--- src/rtl/req_debounce_latch8_if.sv ---
// Request/encoder-side bundle for req_debounce_latch8.
// The master side drives the raw requests and controls.
// The slave side, which is the debounce/latch block, drives the encoder-facing outputs.
interface req_debounce_latch8_if;
   logic [7:0] iReq;
   logic [7:0] iMask;
   logic       iEn;
   logic       iAck;
   logic [2:0] iAckIdx;
   logic       iOvfClr;
   logic [7:0] oData;
   logic       oEI;
   logic       oPend;
   logic [7:0] oOvf;

   modport master (
      output iReq, iMask, iEn, iAck, iAckIdx, iOvfClr,
      input  oData, oEI, oPend, oOvf
   );

   modport slave (
      input  iReq, iMask, iEn, iAck, iAckIdx, iOvfClr,
      output oData, oEI, oPend, oOvf
   );
endinterface

--- src/rtl/req_debounce_latch8.sv ---
// req_debounce_latch8: upstream stage of the 8-to-3 active-low priority encoder.
// Each of the eight raw requests goes through a 2-flop synchroniser and then a
// per-channel debounce counter. Each debounced rising edge is latched as a
// sticky pending bit.
// oData drives the encoder iData input: it is the masked pending vector,
// active-low. oEI drives the encoder enable: it is iEn, registered and inverted.
// Pending bits are cleared by an indexed acknowledge.
// Optional macro REQ_DB_OVF_EN builds per-channel sticky overflow flags. A flag
// is set when a channel rises again while its pending bit is still set. Without
// the macro, oOvf is held at zero and iOvfClr has no effect.
// DB_CYCLES must be in 2..15, and 2**CNT_W must be greater than DB_CYCLES.
module req_debounce_latch8 #(
   parameter int DB_CYCLES = 4,
   parameter int CNT_W     = 4
) (
   input logic             iClk,
   input logic             iRst,
   req_debounce_latch8_if.slave bus
);

   localparam logic [CNT_W-1:0] CNT_LAST = CNT_W'(DB_CYCLES - 1);

   logic [7:0]       sync1;
   logic [7:0]       sync2;
   logic [7:0]       stable;
   logic [7:0]       stable_nxt;
   logic [CNT_W-1:0] cnt     [8];
   logic [CNT_W-1:0] cnt_nxt [8];
   logic [7:0]       rise;
   logic [7:0]       ack_hit;
   logic [7:0]       pending;
   logic [7:0]       pending_nxt;
   logic [7:0]       visible;
   logic             en_q;

   // Debounce: count consecutive disagreeing cycles. Flip on the last one.
   always_comb begin
      for (int i = 0; i < 8; i++) begin
         stable_nxt[i] = stable[i];
         cnt_nxt[i]    = '0;
         if (sync2[i] != stable[i]) begin
            if (cnt[i] == CNT_LAST) begin
               stable_nxt[i] = sync2[i];
            end else begin
               cnt_nxt[i] = cnt[i] + 1'b1;
            end
         end
      end
   end

   // Rise events, acknowledge decode and pending next state (a new rise beats an ack).
   always_comb begin
      rise        = stable_nxt & ~stable;
      ack_hit     = bus.iAck ? (8'b1 << bus.iAckIdx) : 8'h00;
      pending_nxt = rise | (pending & ~ack_hit);
   end

   // Synchroniser, debounce state, pending and enable registers.
   always_ff @(posedge iClk) begin
      if (iRst) begin
         sync1   <= '0;
         sync2   <= '0;
         stable  <= '0;
         pending <= '0;
         en_q    <= 1'b0;
         for (int i = 0; i < 8; i++) begin
            cnt[i] <= '0;
         end
      end else begin
         sync1   <= bus.iReq;
         sync2   <= sync1;
         stable  <= stable_nxt;
         pending <= pending_nxt;
         en_q    <= bus.iEn;
         for (int i = 0; i < 8; i++) begin
            cnt[i] <= cnt_nxt[i];
         end
      end
   end

`ifdef REQ_DB_OVF_EN
   logic [7:0] ovf;
   logic [7:0] ovf_set;

   // Overflow: a rise on a channel still pending that is not acked this cycle.
   always_comb begin
      ovf_set = rise & pending & ~ack_hit;
   end

   // Sticky overflow flags. A coincident new overflow wins over the clear.
   always_ff @(posedge iClk) begin
      if (iRst) begin
         ovf <= '0;
      end else begin
         ovf <= ovf_set | (bus.iOvfClr ? 8'h00 : ovf);
      end
   end

   assign bus.oOvf = ovf;
`else
   assign bus.oOvf = 8'h00;
`endif

   // Encoder-facing outputs: combinational from pending and the mask only.
   always_comb begin
      visible   = pending & ~bus.iMask;
      bus.oData = ~visible;
      bus.oPend = |visible;
      bus.oEI   = ~en_q;
   end

endmodule

--- src/flat_wrapper.sv ---
// flat-port wrapper written by rule: the top's interface ports become plain ports
module req_debounce_latch8_flat 
#(
   parameter int DB_CYCLES = 4,
   parameter int CNT_W     = 4
)
  (iClk, iRst, bus_iReq, bus_iMask, bus_iEn, bus_iAck, bus_iAckIdx, bus_iOvfClr, bus_oData, bus_oEI, bus_oPend, bus_oOvf);
  req_debounce_latch8_if bus_i ();
  input logic iClk;
  input logic iRst;
  input wire logic [$bits(bus_i.iReq)-1:0] bus_iReq;
  input wire logic [$bits(bus_i.iMask)-1:0] bus_iMask;
  input wire logic [$bits(bus_i.iEn)-1:0] bus_iEn;
  input wire logic [$bits(bus_i.iAck)-1:0] bus_iAck;
  input wire logic [$bits(bus_i.iAckIdx)-1:0] bus_iAckIdx;
  input wire logic [$bits(bus_i.iOvfClr)-1:0] bus_iOvfClr;
  output wire logic [$bits(bus_i.oData)-1:0] bus_oData;
  output wire logic [$bits(bus_i.oEI)-1:0] bus_oEI;
  output wire logic [$bits(bus_i.oPend)-1:0] bus_oPend;
  output wire logic [$bits(bus_i.oOvf)-1:0] bus_oOvf;
  assign bus_i.iReq = bus_iReq;
  assign bus_i.iMask = bus_iMask;
  assign bus_i.iEn = bus_iEn;
  assign bus_i.iAck = bus_iAck;
  assign bus_i.iAckIdx = bus_iAckIdx;
  assign bus_i.iOvfClr = bus_iOvfClr;
  assign bus_oData = bus_i.oData;
  assign bus_oEI = bus_i.oEI;
  assign bus_oPend = bus_i.oPend;
  assign bus_oOvf = bus_i.oOvf;
  req_debounce_latch8 #(.DB_CYCLES(DB_CYCLES), .CNT_W(CNT_W)) u_core (.iClk(iClk), .iRst(iRst), .bus(bus_i));
endmodule
--- config.mk ---
export PLATFORM = sky130hd
export DESIGN_NAME = req_debounce_latch8_flat
export DESIGN_NICKNAME = d
export VERILOG_FILES = /design/src/rtl/req_debounce_latch8_if.sv /design/src/rtl/req_debounce_latch8.sv /design/src/flat_wrapper.sv
export SDC_FILE = /design/constraint.sdc
export NUM_CORES = 1
export LEC_CHECK = 0
export CORE_ASPECT_RATIO = 0.7
export CORE_UTILIZATION = 56
export DETAILED_ROUTE_END_ITERATION = 7
export PLACE_DENSITY_LB_ADDON = 0.2
export SLEW_MARGIN = 20
export SYNTH_ARGS = -nofsm -noshare
export SYNTH_HDL_FRONTEND = slang
export SYNTH_SLANG_ARGS = --single-unit
--- constraint.sdc ---
create_clock -name iClk -period 2 [get_ports iClk]
set_clock_uncertainty 0.15 [all_clocks]
set_input_delay 0.4 -clock iClk [delete_from_list [all_inputs] [get_ports iClk]]
set_output_delay 0.4 -clock iClk [all_outputs]
set_load 0.02 [all_outputs]
# == Yosys cells after proc, flatten, opt, wreduce, memory -nomap -nowiden ==
# Memory sizes are Yosys's and may differ from the RTL's.
# Cells that the tools add are included.
# totals
regBits,33
mem_bits_rw,32
inputBits,24
out_inout_bits,18
wordCells,93
n_memories,1
# op_classes
n_addsub,8
eq_ne,16
shifts,1
n_mux,44
bitwise_logic,17
n_reduce_logical,1
# memory_table
memory,depth,word_bits,read_ports,rd_clocked_by_memory_dff,wr,line_no,source
u_core.cnt,8,4,8,0,8,req_debounce_latch8.sv:27,logic [CNT_W-1:0] cnt [8];
# op_table
op,count
$mux W4,24
$add A4 B1 Y4 const B,8
$eq A4 B2 Y1 const B,8
$not A8 Y8,4
$and A8 B8 Y8,3
$mux W1,19
$mux W8,1
$ne A1 B1 Y1,8
$or A1 B1 Y1,8
$or A8 B8 Y8,1
$reduce_or A8 Y1,1
$shl A1 B3 Y8 const A,1
$not A1 Y1,1

# == Logic depth before layout (Yosys ltp) ==
# An unclocked memory read counts as a cell.
# logic_depth
ltp_word,6
mapped_depth,4

# == Least setup slack after synthesis ==
# OpenSTA, ideal clock, no wires.
# synth_timing
kind,input-to-output
startpoint,in bus_iMask[7]
endpoint,out bus_oPend
arrival_ns,1.087
required_ns,1.450
slack_ns,0.363
stages,3
path_buffers,0
cell_sequence,nand2b_1 > nand4_1 > or2_2
# synth_between
elab_chain_cells,3
# synth_rtl
element,line_no,source
"start, declared",flat_wrapper.sv:12,input wire logic [$bits(bus_i.iMask)-1:0] bus_iMask;
$not A8 Y8,req_debounce_latch8.sv:106,visible = pending & ~bus.iMask;
$and A8 B8 Y8,req_debounce_latch8.sv:106,
$reduce_or A8 Y1,req_debounce_latch8.sv:108,bus.oPend = |visible;
"end, declared",flat_wrapper.sv:19,output wire logic [$bits(bus_i.oPend)-1:0] bus_oPend;
# No other way between the ends.

# == Worst setup path after layout ==
# layout_timing
startpoint,reg u_core.en_q
endpoint,out bus_oEI
# layout_between
elab_chain_cells,1
# layout_rtl
element,line_no,source
"start, declared",req_debounce_latch8.sv:34,logic en_q;
"start signal, assigned",req_debounce_latch8.sv:74,en_q <= bus.iEn;
$not A1 Y1,req_debounce_latch8.sv:109,bus.oEI = ~en_q;
"end, declared",flat_wrapper.sv:18,output wire logic [$bits(bus_i.oEI)-1:0] bus_oEI;
# No other way between the ends.

==> metrics.md <==
| Metric | Value |
|---|---|
| Syn Area/Cell | 10.3 µm² |
| Filler instances | approximately 340 |
| GRT Total Usage | 21.2% |
| Area contributors post-synth | dfxtp_1 51%, nor2_1 5.9%, xnor2_1 5.5% |
| Top post-synthesis cells by count | 65 x dfxtp_1, 40 x nor2_1, 17 x nor2b_1 |
| Hold Slack | 0.283 ns |
| Critical Path Fanout Max | 1 |
| Worst path slowest cell | clkdlybuf4s50_1 |
| Die Footprint | around 0.0048 mm² |
| Clock sinks | 65 |
| Worst reg2reg endpoint | u_core.cnt[0][22]$_SDFF_PP0_ |
| Most area-hungry cell type in the Yosys netlist | dfxtp_1 |
| Post-Place Cell Area | a little under 0.003 mm² |
| Crit path buf inv count | 2 |
| Mapped Area | ~0.0025 mm² |
| Core area | approximately 0.0044 mm² |
| Finished Cell Area | between 0.003 and 0.004 mm² |
| DR pass1 iterations | 5 |
| Vias | roughly 1700 |
| # hold bufs at CTS | 0 |
| Cells after Synth | ~250 |
| Die X | ~83 µm |
| Flops & latches, synth | between 60 and 70 |
| Vias per cell | 4.87 |
| Most used DFF post-synth | dfxtp_1 |
| Final #Nets | 326 |
| TritonCTS Buffers | 9 |
| Status | finished clean |
| Maximum clock path buffer count | 2 |
| Total of max-cap violations | 0 |
| DRC errors left | 0 |
| Share of the synthesized area in the top cell type | between 50% and 60% |
| Req. time, crit path | ~1.5 ns |
| Die height | 58.4 µm |
| Met1 wire length | slightly below 2 mm |
| Worst hold path depth | 1 |
| CP top delay family | buffers and inverters |
| Startpoint types | flip-flop |
| HPWL Detailed | about 3 mm |
| Fin. max-slew vios | 0 |
| Pwr Density | around 810 mW/mm² |
| EDFF count, synth | 0 |
| Initial antenna violation count | 0 |
| Clock transition at the registers of the reported paths | roughly 0.070 ns |
| Worst path arrival time | 1.28 ns |
| Register area share after synthesis | 51.2% |
| LEAKAGE | about 1.3 nW |
| Htree depth | 3 |
| Setup ws final | between 0.15 and 0.2 ns |
| DR WL met2 | ~2.3 mm |
| WS Path Type | flip-flop to output pin |
| Peak VDD IR | about 0.72 mV |
| Min-Delay Endpoint | u_core.sync2[6]$_SDFF_PP0_ |
| Final period util | 91.7% |
| Final wirelength | ~4.5 mm |
| Ant diodes | 0 |
| Ys Warns | 0 |
| First DRT Iteration DRCs | 70 |
| Fin. Hold Viols | 0 |
| Register-to-register setup slack | roughly 0.54 ns |
| Worst setup EP type | output pin |
| RSZ-0062 raised after global routing | false |
| Final Wtd Congestion | slightly above 0.7 |
| Grt total ovfl | 0 |
| Setup slack at placement | -0.501 ns |
| Most frequent cell after synthesis | dfxtp_1 |
| PortBufs | 32 |
| Hold_sp | u_core.sync1[6]$_SDFF_PP0_ |
| F_max | 546 MHz |
| Met3 WL | approximately 200 µm |
| Ys async rst share | 0% |
| Share of cells above drive strength 1 | around 16% |
| Largest net degree at the start of global routing | 32 |
| HP Class | flip-flop to flip-flop |
| Routed Antenna Nets | 0 |
| Starting density of the core | about three fifths |
| Max Used Layer | met4 |
| Total Neg Setup Slack | 0 ns |
| Crit-path cells | inv_1 -> clkdlybuf4s50_1 |
| Cell variety after synth | 23 |
| Reg2Reg Launch Point | u_core.cnt[0][20]$_SDFF_PP0_ |
| Minimum clock period | between 1.5 and 2 ns |
| Setup Viol. Count Final | 0 |
| Vias in the first global route | ~1700 |
| Post-CTS Setup Bufs | 0 |
| Drt wl/cell | about 13 µm |
| First-pass GRT wire length | around 7.1 mm |
| Row cnt | 20 |
| R2R depth | 4 |
| Io pins | 42 |
| Growth of design area from synthesis to finish | 27.1% |
| CTS tree | yes |
| Clk root buf | clkbuf_8 |
| Slowest cell delay on critical path | between 0.5 and 0.6 ns |
| Worst skew pair latency | around 0.34 ns |
## final cells by class
type / instances / area [µm²] / area share, %
clock buffer: 13 / 179 / 5.54
clock inverter: 2 / 35.0 / 1.08
inverter: 9 / 33.8 / 1.05
multi-input combinational: 169 / 1210 / 37.4
sequential: 65 / 1300 / 40.3
tap: 55 / 68.8 / 2.13
timing repair buffer: 40 / 404 / 12.5
## cell usage in the layout (no fill, tap or decap), types with 2 or more instances in the layout
master	count
dlygate4sd2_1	8
nor3b_2	8
nand3_1	8
inv_1	9
xor2_1	8
conb_1	8
or3_4	8
nor2b_1	17
nand4_1	2
xnor2_1	16
nand2b_1	3
nand2_1	2
nand2b_4	8
dfxtp_1	65
ha_1	8
clkdlybuf4s50_1	15
o21ai_0	6
clkbuf_8	13
nand3b_1	8
buf_4	7
a21oi_1	8
nor2_1	40
mux2i_1	8
o31ai_1	2
dlymetal6s2s_1	8
## stage by stage
step | power [mW] | util [%] | instances
global placement | 1.48 | 67.6 | 338
detailed placement | 1.48 | 67.6 | 338
floorplan | 1.43 | - | 255
finish | 2.63 | 74.2 | 353
CTS | 2.65 | 72.5 | 353
global route | 2.72 | 74.2 | 353
## state kept, by name, indices dropped and copies added, names as in the netlist
name            flops
u_core.stable       8
u_core.sync2        8
u_core.cnt         32
u_core.sync1        8
u_core.en_q         1
u_core.pending      8
## power by group
group	internal [mW]	total [mW]	switching, mW
clock	0.703	1.18	0.473
combinational	0.0710	0.125	0.0543
sequential	1.32	1.33	0.0114
total	2.09	2.63	0.539
## how the worst max path moves through the flow
stage / start / end / slack, ns / cells past startpoint
finish: u_core.en_q$_SDFF_PP0_ / bus_oEI / 0.17 / 2
global route: u_core.pending[0]$_SDFF_PP0_ / bus_oPend / 0.12 / 4
CTS: bus_iMask[3] / bus_oPend / -0.12 / 5
detailed placement: bus_iMask[7] / bus_oPend / -0.50 / 5
global placement: bus_iMask[1] / bus_oPend / -0.48 / 5
floorplan: bus_iMask[7] / bus_oPend / 0.36 / 3
## metal layers
metal / GRT usage (%) / up-vias
li1: - / 884
met5: 0 / -
met4: 11.1 / 0
met1: 22.2 / 802
met3: 8.68 / 2
met2: 36.7 / 30
## cell families after synthesis
family,share of synthesized area [%]
fa+ha+maj,3.94
buf+inv,4.72
simple gates,25.2
mux,3.15
other cells,0.147
compound gates,3.35
flops,51.2
xor+xnor,8.27
## what timing repair did
item | in CTS | in global routing
pin swaps | 0 | 3
gates cloned | 0 | 0
endpoints found under the setup margin | 9 | 2
endpoints found under the hold margin | 0 | 0
gates resized for setup | 14 | 17
(Power assumes the default switching activity.)
